<file path="src/rtl/param_ring_counter_if.sv">
// Control/status bundle for param_ring_counter: step/load controls in, counter state and pulses out.
interface param_ring_counter_if #(
    parameter int WIDTH = 4,
    parameter int CNT_W = 8
);
    logic             en;
    logic             load;
    logic [WIDTH-1:0] load_data;
    logic [1:0]       mode;
    logic [WIDTH-1:0] Y;
    logic             wrap;
    logic [CNT_W-1:0] rev_count;
    logic             illegal;

    modport master (
        output en, load, load_data, mode,
        input  Y, wrap, rev_count, illegal
    );

    modport slave (
        input  en, load, load_data, mode,
        output Y, wrap, rev_count, illegal
    );
endinterface

</file>
<file path="src/rtl/param_ring_counter.sv">
// Parametrised ring/Johnson counter with parallel load, wrap pulse and revolution count.
// Optional one-hot self-correction in rotate modes: define PARAM_RING_COUNTER_SELFCORRECT_EN.
module param_ring_counter #(
    parameter int               WIDTH       = 4,
    parameter logic [WIDTH-1:0] RESET_VALUE = WIDTH'(1),
    parameter int               CNT_W       = 8
) (
    input  logic                 clk,
    input  logic                 reset,
    param_ring_counter_if.slave  bus
);
    localparam int STEP_W = $clog2(2 * WIDTH);

    logic [WIDTH-1:0]  r_y;
    logic [STEP_W-1:0] r_step;
    logic [1:0]        r_mode_q;
    logic              r_wrap;
    logic [CNT_W-1:0]  r_rev_count;
    logic              r_illegal;

    logic [WIDTH-1:0]  w_shift;
    logic [STEP_W-1:0] w_last;
    logic              w_correct;

    always_comb begin
        w_shift = r_y;
        case (bus.mode)
            2'b00: w_shift = {r_y[WIDTH-2:0], r_y[WIDTH-1]};
            2'b01: w_shift = {r_y[0], r_y[WIDTH-1:1]};
            2'b10: w_shift = {r_y[WIDTH-2:0], ~r_y[WIDTH-1]};
            2'b11: w_shift = {~r_y[0], r_y[WIDTH-1:1]};
            default: w_shift = r_y;
        endcase
    end

    // Period is WIDTH for rotate modes, 2*WIDTH for Johnson modes.
    assign w_last = bus.mode[1] ? STEP_W'(2 * WIDTH - 1) : STEP_W'(WIDTH - 1);

`ifdef PARAM_RING_COUNTER_SELFCORRECT_EN
    logic w_onehot;
    assign w_onehot  = (r_y != '0) && ((r_y & (r_y - WIDTH'(1))) == '0);
    assign w_correct = ~bus.mode[1] & ~w_onehot;
`else
    assign w_correct = 1'b0;
`endif

    always_ff @(posedge clk or negedge reset) begin
        if (!reset) begin
            r_y         <= RESET_VALUE;
            r_step      <= '0;
            r_mode_q    <= 2'b00;
            r_wrap      <= 1'b0;
            r_rev_count <= '0;
            r_illegal   <= 1'b0;
        end else begin
            r_wrap    <= 1'b0;
            r_illegal <= 1'b0;
            if (bus.load) begin
                r_y      <= bus.load_data;
                r_step   <= '0;
                r_mode_q <= bus.mode;
            end else if (bus.en) begin
                r_mode_q <= bus.mode;
                if (w_correct) begin
                    r_y       <= RESET_VALUE;
                    r_step    <= '0;
                    r_illegal <= 1'b1;
                end else begin
                    r_y <= w_shift;
                    // A mode change restarts the period with this shift as its first step.
                    if (bus.mode != r_mode_q) begin
                        r_step <= STEP_W'(1);
                    end else if (r_step == w_last) begin
                        r_step      <= '0;
                        r_wrap      <= 1'b1;
                        r_rev_count <= r_rev_count + CNT_W'(1);
                    end else begin
                        r_step <= r_step + STEP_W'(1);
                    end
                end
            end
        end
    end

    assign bus.Y         = r_y;
    assign bus.wrap      = r_wrap;
    assign bus.rev_count = r_rev_count;
    assign bus.illegal   = r_illegal;
endmodule

</file>
<file path="src/flat_wrapper.sv">
// flat-port wrapper written by rule: the top's interface ports become plain ports
module param_ring_counter_flat 
#(
    parameter int               WIDTH       = 4,
    parameter logic [WIDTH-1:0] RESET_VALUE = WIDTH'(1),
    parameter int               CNT_W       = 8
)
  (clk, reset, bus_en, bus_load, bus_load_data, bus_mode, bus_Y, bus_wrap, bus_rev_count, bus_illegal);
  param_ring_counter_if #(.WIDTH(WIDTH), .CNT_W(CNT_W)) bus_i ();
  input  logic clk;
  input  logic reset;
  input wire logic [$bits(bus_i.en)-1:0] bus_en;
  input wire logic [$bits(bus_i.load)-1:0] bus_load;
  input wire logic [$bits(bus_i.load_data)-1:0] bus_load_data;
  input wire logic [$bits(bus_i.mode)-1:0] bus_mode;
  output wire logic [$bits(bus_i.Y)-1:0] bus_Y;
  output wire logic [$bits(bus_i.wrap)-1:0] bus_wrap;
  output wire logic [$bits(bus_i.rev_count)-1:0] bus_rev_count;
  output wire logic [$bits(bus_i.illegal)-1:0] bus_illegal;
  assign bus_i.en = bus_en;
  assign bus_i.load = bus_load;
  assign bus_i.load_data = bus_load_data;
  assign bus_i.mode = bus_mode;
  assign bus_Y = bus_i.Y;
  assign bus_wrap = bus_i.wrap;
  assign bus_rev_count = bus_i.rev_count;
  assign bus_illegal = bus_i.illegal;
  param_ring_counter #(.WIDTH(WIDTH), .RESET_VALUE(RESET_VALUE), .CNT_W(CNT_W)) u_core (.clk(clk), .reset(reset), .bus(bus_i));
endmodule
</file>
<file path="config.mk">
export PLATFORM = sky130hd
export DESIGN_NAME = param_ring_counter_flat
export DESIGN_NICKNAME = d
export VERILOG_FILES = /design/src/rtl/param_ring_counter_if.sv /design/src/rtl/param_ring_counter.sv /design/src/flat_wrapper.sv
export SDC_FILE = /design/constraint.sdc
export NUM_CORES = 1
export LEC_CHECK = 0
export ABC_AREA = 1
export BUFFER_PORTS_ARGS = -buffer_cell sky130_fd_sc_hd__clkbuf_2
export CORE_ASPECT_RATIO = 0.7
export CORE_MARGIN = 2
export CORE_UTILIZATION = 56
export CTS_CLUSTER_SIZE = 25
export DETAILED_ROUTE_END_ITERATION = 7
export GPL_ROUTABILITY_DRIVEN = 0
export PLACE_DENSITY = 0.79
export SYNTH_ARGS = -nofsm -noshare
export SYNTH_HDL_FRONTEND = slang
export SYNTH_SLANG_ARGS = --single-unit
export TNS_END_PERCENT = 5
</file>
<file path="constraint.sdc">
create_clock -name clk -period 1.73 [get_ports clk]
set_input_delay 0.0865 -clock clk [delete_from_list [all_inputs] [get_ports clk]]
set_output_delay 0.0865 -clock clk [all_outputs]
set_load 0.01 [all_outputs]
</file>
==> run_results.csv <==
group,metric,value,unit
logic_synthesis,seq_area_frac_synth,0.4308,
worst_setup_path,slowest_delay,0.45,ns
power_and_ir_drop,p_sw_frac,0.2723,
floorplan,io_pins,24,
timing,maxSlewViolCount,0,
worst_setup_path,worstPathRequired,1.94,ns
worst_setup_path,crit_chain,"ha_1 -> nand3_1 -> o21ai_0 -> nand2_1 -> nand2_1 -> nand2_1",
floorplan,rows,13,
floorplan,start_util,0.5807,
global_route,grt_pass1_wl,3.712,mm
logic_synthesis,avgSynthCellArea,7.436,µm²
detailed_routing,drc_errors,0,
global_route,grt_pass1_vias,833,
placed_design,dp_hpwl,1.689,mm
cts,insertion_delay,0.30,ns
worst_setup_path,critPathArrivalTime,1.52,ns
logic_synthesis,yosys_register_bits,18,
floorplan,die_h,40.21,µm
detailed_routing,via_count,971,
worst_setup_path,cpMostUsedCell,"nand2_1",
min_path,hold_path.class,"primary input to flip-flop",
timing,finalSetupTns,0,ns
logic_synthesis,yosys.area.top_type,"dfrtp_1",
cells_and_area,syn_to_final_growth,17.78,%
logic_synthesis,syn_inst,141,
flow_run,cap_violations,0,
power_and_ir_drop,p_int,0.0006095,W
cts,clk_pin_slew_worst_paths,0.11,ns
worst_setup_path,path_buf_inv,0,
detailed_routing,drt_first_pass_iters,4,
cells_and_area,multi_input_area,525.5,µm²
power_and_ir_drop,seq_power_share,0.542,
logic_synthesis,syn_nets,153,
power_and_ir_drop,p_clk_frac,0.318,
global_route,antenna_found_initial,0,
timing,min_period,1.309,ns
cts,cts_tree,"done",
global_route,grtUsageTotal,0.2229,
power_and_ir_drop,ir_drop,0.0004550,V
timing,fin_crit_sh,0.7567,
worst_setup_path,crit_type,"flip-flop to flip-flop",
logic_synthesis,synth_top_area_frac,0.4057,
cts,clock_path_buffers,2,
cells_and_area,antennaDiodeCount,0,
placed_design,io_buffers,22,
detailed_routing,wire_per_inst,11.57,µm
worst_setup_path,critical_path.top_delay_family,"flip-flops",
timing,setup_viol,0,
outcome,status,"completed",
worst_setup_path,worst_setup_path_start_kind,"flip-flop",
power_and_ir_drop,leakagePower,0.7318,nW
timing,whs,0.003733,ns
power_and_ir_drop,switchingPower,0.0002281,W
detailed_routing,drt_iter0_markers,33,
worst_setup_path,cp-end-kind,"flip-flop",
worst_setup_path,crit_fanout,6,
cells_and_area,nNetsFinal,181,
timing,rsz0062_at_grt,"no",
cts,clock-sinks,18,
cells_and_area,fill_cells,152,
timing,max_freq,763.9,MHz
cells_and_area,regArea,451.7,µm²
worst_setup_path,crit_path_top_delay_cell,"dfrtp_1",
timing,worst_clock_skew,0.008521,ns
detailed_routing,drtAntennaViolNets,0,
detailed_routing,routed_wl,2.198,mm
detailed_routing,viasPerCell,5.111,
floorplan,die-width,55.72,µm
cts,htree_levels,1,
cts,cts_inserted_buffers,3,
cells_and_area,drive_above_1_share,0.2381,
logic_synthesis,synth_area_leaders,"dfrtp_1 41%, nand2_1 21%, inv_1 5.4%",
timing,hold_viol,0,
logic_synthesis,yosysUniqueCellTypes,24,
cts,root_buffer,"clkbuf_4",
power_and_ir_drop,comb_power_share,0.140,
global_route,grt_max_degree,19,
cts,cts_resized,0,
floorplan,core_area,0.001805,mm²
logic_synthesis,synth_area,0.001049,mm²
floorplan,fp.dieArea,0.002240,mm²
global_route,overflow,0,
power_and_ir_drop,p_per_area,678.3,mW/mm²
logic_synthesis,yosysWarnings,0,
==> cells by family after synthesis <==
group / Yosys count / share of synthesized area
simple gates: 84 / 0.3652
buf+inv: 18 / 0.06802
flops: 18 / 0.4308
compound gates: 15 / 0.08353
xor+xnor: 3 / 0.02506
fa+ha+maj: 2 / 0.02386
other cells: 1 / 0.003577
==> metal layers <==
layer  global-route usage  share of wire  up-vias
met5                    0              0        -
met4              0.07317         0.0096        0
met3              0.06129          0.062        4
met2               0.3482           0.42       26
met1               0.3062           0.51      443
li1                     -              -      498
==> through the flow <==
step,instance area [µm²],setup WS (ns),total power [W],util,std cells
6_report,1235,0.4209,0.0008376,0.6840,190
5_1_grt,1235,0.3300,0.0008715,0.6840,190
4_1_cts,1235,0.4485,0.0008388,0.6840,190
3_5_place_dp,1179,0.4626,0.0005756,0.6528,184
3_3_place_gp,1179,0.5057,0.0005712,0.6528,184
2_1_floorplan,1049,0.5414,0.0005280,-,141
==> path summary, 6_finish.rpt <==
path | slack, ns | depth (start not counted) | endpoint | from
min in group asynchronous | 0.24 | 2 | u_core.r_mode_q[1] | reset
max in group asynchronous | 1.15 | 2 | u_core.bus.Y[0] | reset
hold reg to reg | 0.52 | 2 | u_core.bus.Y[0] | u_core.bus.Y[0]
setup / recovery | 0.42 | 6 | u_core.bus.rev_count[6] | u_core.bus.rev_count[0]
hold / removal | 0.004 | 3 | u_core.bus.Y[0] | bus_load_data[0]
setup reg to reg | 0.42 | 6 | u_core.bus.rev_count[6] | u_core.bus.rev_count[0]
==> cell type report <==
| class | count | area share |
|---|---|---|
| clock buffer | 4 | 0.02938 |
| inverter | 17 | 0.05167 |
| multi-input combinational | 105 | 0.4255 |
| timing repair buffer | 24 | 0.1054 |
| sequential | 18 | 0.3658 |
| tap | 22 | 0.02229 |
==> worst register-to-register path, stage by stage, from the launching register on <==
cell	delay (ns)
dfrtp_1	0.45
ha_1	0.21
nand3_1	0.16
o21ai_0	0.21
nand2_1	0.08
nand2_1	0.06
nand2_1	0.05
==> power by group through the flow <==
| stage | sequential, W | combinational [W] | clock [W] |
|---|---|---|---|
| floorplan | 0.000464 | 0.0000636 | 0 |
| global placement | 0.000461 | 0.000110 | 0 |
| detailed placement | 0.000462 | 0.000113 | 0 |
| CTS | 0.000454 | 0.000117 | 0.000267 |
| global route | 0.000457 | 0.000132 | 0.000282 |
| finish | 0.000454 | 0.000117 | 0.000267 |
==> layout by cell type (no fill, tap or decap), drive strengths merged <==
master / count
conb: 1
xnor2: 1
xor2: 2
inv: 17
ha: 2
nand2: 66
nand3: 7
o21ai: 6
dfrtp: 17
clkbuf: 26
o21a: 1
nand3b: 1
nor2: 7
a22oi: 2
a21oi: 4
nand4: 3
dfstp: 1
dlygate4sd3: 2
o211ai: 2
==> timing repair <==
action                    CTS  global route
hold endpoints to repair   18             0
buffers inserted            0             0
hold buffers                2             0
==> registers in the layout, indices dropped and copies added (netlist names) <==
signal                flops
u_core.bus.rev_count      8
u_core.r_mode_q           2
u_core.bus.wrap           1
u_core.bus.Y              4
u_core.r_step             3
==> synth_stat cells <==
| library cell | n |
|---|---|
| nand4_1 | 2 |
| inv_1 | 15 |
| inv_2 | 2 |
| nand3_1 | 6 |
| conb_1 | 1 |
| nand3_2 | 1 |
| buf_4 | 1 |
| dfstp_2 | 1 |
| nand4_2 | 1 |
| nand2_2 | 7 |
| ha_1 | 2 |
| nand3b_1 | 1 |
| nor2_8 | 1 |
| nor2_1 | 5 |
| o21ai_0 | 6 |
| nand2_1 | 59 |
| xor2_1 | 2 |
| a21oi_1 | 4 |
| xnor2_1 | 1 |
| a22oi_1 | 2 |
| nor2_2 | 1 |
| dfrtp_1 | 17 |
| o211ai_1 | 2 |
| o21a_1 | 1 |
No activity file was read; power rests on OpenSTA's default activity.
